--- config.mk ---
export PLATFORM = sky130hd
export DESIGN_NAME = stream_mux_n
export DESIGN_NICKNAME = d
export VERILOG_FILES = /design/src/rtl/mux_pkg.sv /design/src/rtl/rr_arbiter.sv /design/src/rtl/stream_mux_n.sv
export SDC_FILE = /design/constraint.sdc
export NUM_CORES = 1
export LEC_CHECK = 0
export ABC_CLOCK_PERIOD_IN_PS = 2400
export CORE_AREA = 2 2 67 76
export CTS_CLUSTER_DIAMETER = 30
export CTS_CLUSTER_SIZE = 16
export DETAILED_ROUTE_END_ITERATION = 16
export DIE_AREA = 0 0 69 78
export GPL_TIMING_DRIVEN = 0
export PLACE_DENSITY_LB_ADDON = 0.15
export SYNTH_ARGS = -nofsm -noshare
export SYNTH_HDL_FRONTEND = slang
export SYNTH_SLANG_ARGS = --single-unit
--- constraint.sdc ---
create_clock -name clk -period 2.4 [get_ports clk]
set_input_delay 0.48 -clock clk [delete_from_list [all_inputs] [get_ports clk]]
set_output_delay 0.48 -clock clk [all_outputs]
set_load 0.02 [all_outputs]
--- src/rtl/mux_pkg.sv ---
// Shared definitions for the stream multiplexer: channel-id width helper and mode encoding.
package mux_pkg;

    localparam logic MODE_FIXED = 1'b0;
    localparam logic MODE_RR    = 1'b1;

    // Width of a channel index for n channels; never narrower than one bit.
    function automatic int sel_width(input int n);
        return (n <= 1) ? 1 : $clog2(n);
    endfunction

endpackage

--- src/rtl/rr_arbiter.sv ---
// Rotating-priority request search starting at ptr and wrapping at N-1.
// Latency: combinational. Backpressure: none; qualified by the caller.
module rr_arbiter
    import mux_pkg::*;
#(
    parameter  int N    = 4,
    localparam int SELW = sel_width(N)
) (
    input  logic [N-1:0]    req,
    input  logic [SELW-1:0] ptr,
    output logic [SELW-1:0] grant,
    output logic            grant_valid
);

    always_comb begin : search
        int   j;
        logic found;
        grant       = '0;
        grant_valid = |req;
        found       = 1'b0;
        j           = 0;
        for (int k = 0; k < N; k++) begin
            j = int'(ptr) + k;
            if (j >= N) begin
                j = j - N;
            end
            if (!found && req[j]) begin
                grant = SELW'(j);
                found = 1'b1;
            end
        end
    end

endmodule

--- src/rtl/stream_mux_n.sv ---
// N-input stream mux, fixed-select or round-robin, into a single output register.
// Latency: 1 cycle, 1 word/cycle. Backpressure: in_ready drops while the held word is stalled.
module stream_mux_n
    import mux_pkg::*;
#(
    parameter  int WIDTH = 16,
    parameter  int N     = 4,
    localparam int SELW  = sel_width(N)
) (
    input  logic               clk,
    input  logic               rst,
    input  logic [N-1:0]       in_valid,
    input  logic [N*WIDTH-1:0] in_data,
    output logic [N-1:0]       in_ready,
    input  logic [SELW-1:0]    sel,
    input  logic               rr_en,
    output logic               out_valid,
    output logic [WIDTH-1:0]   out_data,
    output logic [SELW-1:0]    out_ch,
    input  logic               out_ready
);

    logic [SELW-1:0]  ptr;
    logic [SELW-1:0]  rr_grant;
    logic             rr_grant_valid;
    logic             fixed_valid;
    logic [SELW-1:0]  grant;
    logic             grant_valid;
    logic             load;
    logic [WIDTH-1:0] sel_data;
    logic [SELW-1:0]  ptr_next;

    rr_arbiter #(.N(N)) u_arb (
        .req         (in_valid),
        .ptr         (ptr),
        .grant       (rr_grant),
        .grant_valid (rr_grant_valid)
    );

    // A select value with no matching channel leaves fixed_valid low.
    always_comb begin
        fixed_valid = 1'b0;
        for (int i = 0; i < N; i++) begin
            if (sel == SELW'(i)) begin
                fixed_valid = in_valid[i];
            end
        end
    end

    assign load        = ~out_valid | out_ready;
    assign grant       = (rr_en == MODE_RR) ? rr_grant : sel;
    assign grant_valid = (rr_en == MODE_RR) ? rr_grant_valid : fixed_valid;

    always_comb begin
        in_ready = '0;
        sel_data = '0;
        for (int i = 0; i < N; i++) begin
            if (grant == SELW'(i)) begin
                in_ready[i] = load & grant_valid;
                sel_data    = in_data[i*WIDTH +: WIDTH];
            end
        end
    end

    assign ptr_next = (grant == SELW'(N-1)) ? '0 : grant + SELW'(1);

    always_ff @(posedge clk or posedge rst) begin
        if (rst) begin
            out_valid <= 1'b0;
            out_data  <= '0;
            out_ch    <= '0;
            ptr       <= '0;
        end else if (load) begin
            if (grant_valid) begin
                out_valid <= 1'b1;
                out_data  <= sel_data;
                out_ch    <= grant;
                ptr       <= ptr_next;
            end else begin
                out_valid <= 1'b0;
            end
        end
    end

endmodule

==> report_table.html <==
<table>
<tr><th>Metric</th><th>Value</th></tr>
<tr><th colspan="2">Worst hold path</th></tr>
<tr><td>Startpoint of the lowest-slack hold path</td><td>out_data[8]</td></tr>
<tr><td>Worst hold path stage count</td><td>2</td></tr>
<tr><td>Hold Path Class</td><td>reg -&gt; reg</td></tr>
<tr><td>Hold endpoint</td><td>out_data[8]</td></tr>
<tr><th colspan="2">Synthesis</th></tr>
<tr><td>Dominant cell type by area after synthesis</td><td>sky130_fd_sc_hd__dfrtp_1</td></tr>
<tr><td>Number of unique standard cell types used by synthesis</td><td>31</td></tr>
<tr><td>Post-synth top area share</td><td>35.7%</td></tr>
<tr><td>Post-synth design cell area</td><td>between 1000 and 1500 um2</td></tr>
<tr><td>Post-synthesis instance total</td><td>roughly 160</td></tr>
<tr><td>Sequential area share after synthesis</td><td>35.7%</td></tr>
<tr><td>Syn avg cell area</td><td>9.08 um2</td></tr>
<tr><td>Syn Nets</td><td>240</td></tr>
<tr><td>Yosys synthesis warning count</td><td>0</td></tr>
<tr><td>Flop and latch count out of synthesis</td><td>21</td></tr>
<tr><td>Top area cells in the synthesized netlist</td><td>sky130_fd_sc_hd__dfrtp_1 (36%), sky130_fd_sc_hd__a221o_1 (10%), sky130_fd_sc_hd__a22oi_1 (8.2%)</td></tr>
<tr><th colspan="2">Route</th></tr>
<tr><td>Post-DR wirelength/cell</td><td>16.8 um</td></tr>
<tr><td>DR iter-0 viols</td><td>just over 70</td></tr>
<tr><td>Post-Route WL</td><td>approximately 5700 um</td></tr>
<tr><td>ANT nets after route</td><td>0</td></tr>
<tr><td>Number of remaining DRC errors</td><td>0</td></tr>
<tr><td>Per-cell via count in the routed design</td><td>5.29</td></tr>
<tr><td>DR vias</td><td>around 1800</td></tr>
<tr><td>Drt pass-1 iters</td><td>4</td></tr>
<tr><th colspan="2">Critical path</th></tr>
<tr><td>Gate family responsible for the most delay along the worst path</td><td>buffers and inverters</td></tr>
<tr><td>Worst path arrival time</td><td>just over 2000 ps</td></tr>
<tr><td>Critical path fanouts, max</td><td>5</td></tr>
<tr><td>Setup CP Type</td><td>in -&gt; out</td></tr>
<tr><td>Slowest stage cell, crit path</td><td>sky130_fd_sc_hd__o311ai_2</td></tr>
<tr><td>R2R Path Start</td><td>ptr[1]</td></tr>
<tr><td>Critical Path End Type</td><td>output port</td></tr>
<tr><td>Kind of start point of the critical path</td><td>input port</td></tr>
<tr><td>R2R setup slack</td><td>~20 ps</td></tr>
<tr><td>Largest stage delay on the critical path</td><td>320 ps</td></tr>
<tr><td>Cell depth of the worst flop-to-flop path</td><td>11</td></tr>
<tr><td>Most used cell along the critical path</td><td>sky130_fd_sc_hd__buf_6</td></tr>
<tr><td>R2R Path End</td><td>out_data[9]</td></tr>
<tr><td>Worst path buffer plus inverter count</td><td>6</td></tr>
<tr><td>Cells along the critical path</td><td>clkdlybuf4s15_2 -&gt; nor2_2 -&gt; o31ai_1 -&gt; o311ai_2 -&gt; buf_4 -&gt; inv_4 -&gt; ha_1 -&gt; buf_6 -&gt; clkinv_8 -&gt; nor2_4 -&gt; buf_6</td></tr>
<tr><td>CP required</td><td>approximately 1900 ps</td></tr>
<tr><th colspan="2">Global routing</th></tr>
<tr><td>GRT Overall Usage</td><td>between 20% and 30%</td></tr>
<tr><td>Global-route congestion overflow total</td><td>0</td></tr>
<tr><td>Pin count of the biggest net entering global routing</td><td>22</td></tr>
<tr><td>Antenna violations before repair</td><td>0</td></tr>
<tr><td>Global-route wire length before repair</td><td>9190 um</td></tr>
<tr><td>Vias in the first global route</td><td>about 1900</td></tr>
<tr><th colspan="2">Place</th></tr>
<tr><td>Detail Placement HPWL</td><td>approximately 3800 um</td></tr>
<tr><td>Post-DP Area</td><td>about 2500 um2</td></tr>
<tr><td>Cell Count Post-Placement</td><td>roughly 310</td></tr>
<tr><td>Gpl congestion</td><td>between 0.7 and 0.8</td></tr>
<tr><td>Post-Place Worst Slack</td><td>-1420 ps</td></tr>
<tr><td>Count of input and output buffers</td><td>96</td></tr>
<tr><th colspan="2">Layout</th></tr>
<tr><td>Most frequent cells in the layout</td><td>sky130_fd_sc_hd__clkdlybuf4s50_1 (86), sky130_fd_sc_hd__buf_4 (22), sky130_fd_sc_hd__nand2_1 (21)</td></tr>
<tr><td>Final design area excluding fillers</td><td>2970 um2</td></tr>
<tr><td>Fill count</td><td>about 400</td></tr>
<tr><td>Ant. Diodes</td><td>0</td></tr>
<tr><td>Fraction of layout cells with a size suffix above 1</td><td>28.7%</td></tr>
<tr><td>Area growth from synthesis to layout</td><td>102%</td></tr>
<tr><td>Core Util, Final</td><td>roughly 65%</td></tr>
<tr><td>Most common cell after layout, fill and taps aside</td><td>sky130_fd_sc_hd__clkdlybuf4s50_1</td></tr>
<tr><td>NumNets Final</td><td>around 360</td></tr>
<tr><td>Post-Layout Cell Count</td><td>about 340</td></tr>
<tr><th colspan="2">Timing</th></tr>
<tr><td>Slew at the pin closest to its max-slew limit</td><td>~840 ps</td></tr>
<tr><td>Min Clock Period, post-route</td><td>approximately 2500 ps</td></tr>
<tr><td>Number of hold violations in the final report</td><td>0</td></tr>
<tr><td>Final setup vio count</td><td>4</td></tr>
<tr><td>Sum Neg Setup Slack</td><td>-282 ps</td></tr>
<tr><td>Worst Skew</td><td>1.15 ps</td></tr>
<tr><td>Unrepaired setup endpoints after global routing</td><td>true</td></tr>
<tr><td>Max-slew violation count</td><td>0</td></tr>
<tr><td>Worst Hold Slack</td><td>~480 ps</td></tr>
<tr><td>Final worst-path cycle share</td><td>104%</td></tr>
<tr><td>Highest clock rate</td><td>around 400 MHz</td></tr>
<tr><td>Worst slew margin relative to its limit</td><td>43.9%</td></tr>
<tr><td>Slack of the critical path</td><td>-107 ps</td></tr>
<tr><th colspan="2">Clock network</th></tr>
<tr><td>Clock Path Buffers</td><td>2</td></tr>
<tr><td>Post-CTS clock slew at the launch and capture registers of the worst setup and hold paths</td><td>80 ps</td></tr>
<tr><td>Inserted Clock Buffers</td><td>3</td></tr>
<tr><td>Clock sinks</td><td>21</td></tr>
<tr><td>Root Buffer Master</td><td>sky130_fd_sc_hd__clkbuf_8</td></tr>
<tr><td>Total number of H-tree levels</td><td>1</td></tr>
<tr><td>CTS tree</td><td>yes</td></tr>
<tr><td>Insertion delay of the later-clocked pin in the worst-skew pair</td><td>about 260 ps</td></tr>
<tr><th colspan="2">Floorplanning</th></tr>
<tr><td>Area of the placeable core</td><td>4550 um2</td></tr>
<tr><td>Io pins</td><td>97</td></tr>
<tr><td>Width of the die</td><td>between 60 and 70 um</td></tr>
<tr><td>Initial core utilization</td><td>about a third</td></tr>
<tr><td>Number of cell rows</td><td>26</td></tr>
<tr><td>Overall die height</td><td>just under 80 um</td></tr>
<tr><td>Die Footprint</td><td>5380 um2</td></tr>
<tr><th colspan="2">Power</th></tr>
<tr><td>Worst IR drop on VDD</td><td>roughly 340 uV</td></tr>
<tr><td>Static power due to leakage</td><td>about 1.2 nW</td></tr>
<tr><td>Cell Pwr Density</td><td>roughly 730 nW/um2</td></tr>
<tr><td>Post-layout total power</td><td>about 2.2 mW</td></tr>
<tr><th colspan="2">Outcome</th></tr>
<tr><td>Violated checks</td><td>negative setup slack</td></tr>
<tr><td>Outcome</td><td>complete, but fails checks</td></tr>
<tr><th colspan="2">Flow run</th></tr>
<tr><td>Max-cap violations</td><td>0</td></tr>
</table>
where the power goes:
part | switching [mW] | internal, mW
sequential | 0.0801 | 0.473
combinational | 0.629 | 0.737
clock | 0.116 | 0.118
logic make-up (layout without fill, tap and decap cells):
group | Yosys count | after routing | synth area share, %
flip-flops | 21 | 21 | 35.7
adder cells (fa/ha/maj) | 4 | 4 | 3.40
AND/OR/NAND/NOR | 34 | 34 | 10.4
multiplexers | 4 | 4 | 3.74
buffers and inverters | 23 | 143 | 7.99
AO/OA/AOI/OAI | 76 | 76 | 38.8
how the worst max path moves through the flow:
stage,cells past startpoint,start,slack (ps),end
global placement,10,in_valid[0],-1380,in_ready[1]
CTS,11,ptr[1],-170,in_ready[2]
detailed placement,10,in_valid[0],-1420,in_ready[1]
global route,10,ptr[1],-230,in_ready[3]
finish,11,in_valid[2],-110,in_ready[3]
floorplan,9,in_valid[0],20,in_ready[3]
final cells by class:
class,count,area (um2),area share (%)
tap,56,70.1,2.36
clock buffer,4,45.0,1.52
multi-input combinational,118,988,33.3
buffer,10,134,4.51
inverter,10,67.6,2.28
sequential,21,528,17.8
timing repair buffer,119,1140,38.3
registers in the layout, summed over array words and instances (netlist names):
signal	cells
out_data	16
out_ch	2
ptr	2
out_valid	1
routing by layer:
metal	vias up	wire (um)	global-route usage [%]
met5	-	0	0
met4	0	53	5.29
met3	4	318	4.03
met2	75	3030	39.1
met1	856	2270	25.0
li1	852	-	-
repair_timing:
action | 4_1_cts | 5_1_grt
pin swaps | 11 | 10
hold buffers | 0 | 0
resized for setup | 86 | 27
endpoints found under the hold margin | 0 | 0
setup buffers | 18 | 4
cloned | 1 | 0
endpoints found under the setup margin | 20 | 20
Yosys cell counts:
master	number
sky130_fd_sc_hd__a21oi_1	2
sky130_fd_sc_hd__a221o_1	15
sky130_fd_sc_hd__a221oi_1	1
sky130_fd_sc_hd__a22oi_1	16
sky130_fd_sc_hd__buf_2	4
sky130_fd_sc_hd__buf_4	1
sky130_fd_sc_hd__buf_6	3
sky130_fd_sc_hd__clkbuf_1	5
sky130_fd_sc_hd__clkinv_1	2
sky130_fd_sc_hd__dfrtp_1	21
sky130_fd_sc_hd__ha_1	4
sky130_fd_sc_hd__inv_1	8
sky130_fd_sc_hd__mux2_2	2
sky130_fd_sc_hd__mux2i_1	1
sky130_fd_sc_hd__mux4_2	1
sky130_fd_sc_hd__nand2_1	21
sky130_fd_sc_hd__nand2b_1	3
sky130_fd_sc_hd__nor2_1	6
sky130_fd_sc_hd__nor2b_1	1
sky130_fd_sc_hd__nor4bb_1	2
sky130_fd_sc_hd__o211ai_1	1
sky130_fd_sc_hd__o21a_1	16
sky130_fd_sc_hd__o21ai_0	17
sky130_fd_sc_hd__o21ai_1	2
sky130_fd_sc_hd__o21ai_4	1
sky130_fd_sc_hd__o221ai_1	1
sky130_fd_sc_hd__o22ai_1	1
sky130_fd_sc_hd__o311ai_1	1
sky130_fd_sc_hd__o31ai_1	1
sky130_fd_sc_hd__o41a_1	1
sky130_fd_sc_hd__or2_2	1
tightest hold or removal path, delay by kind of cell (launching register included):
kind | cells | cell delay (ps)
compound gates | 1 | 60
simple gates | 1 | 50
flops | 1 | 340
(Power assumes the default switching activity.)
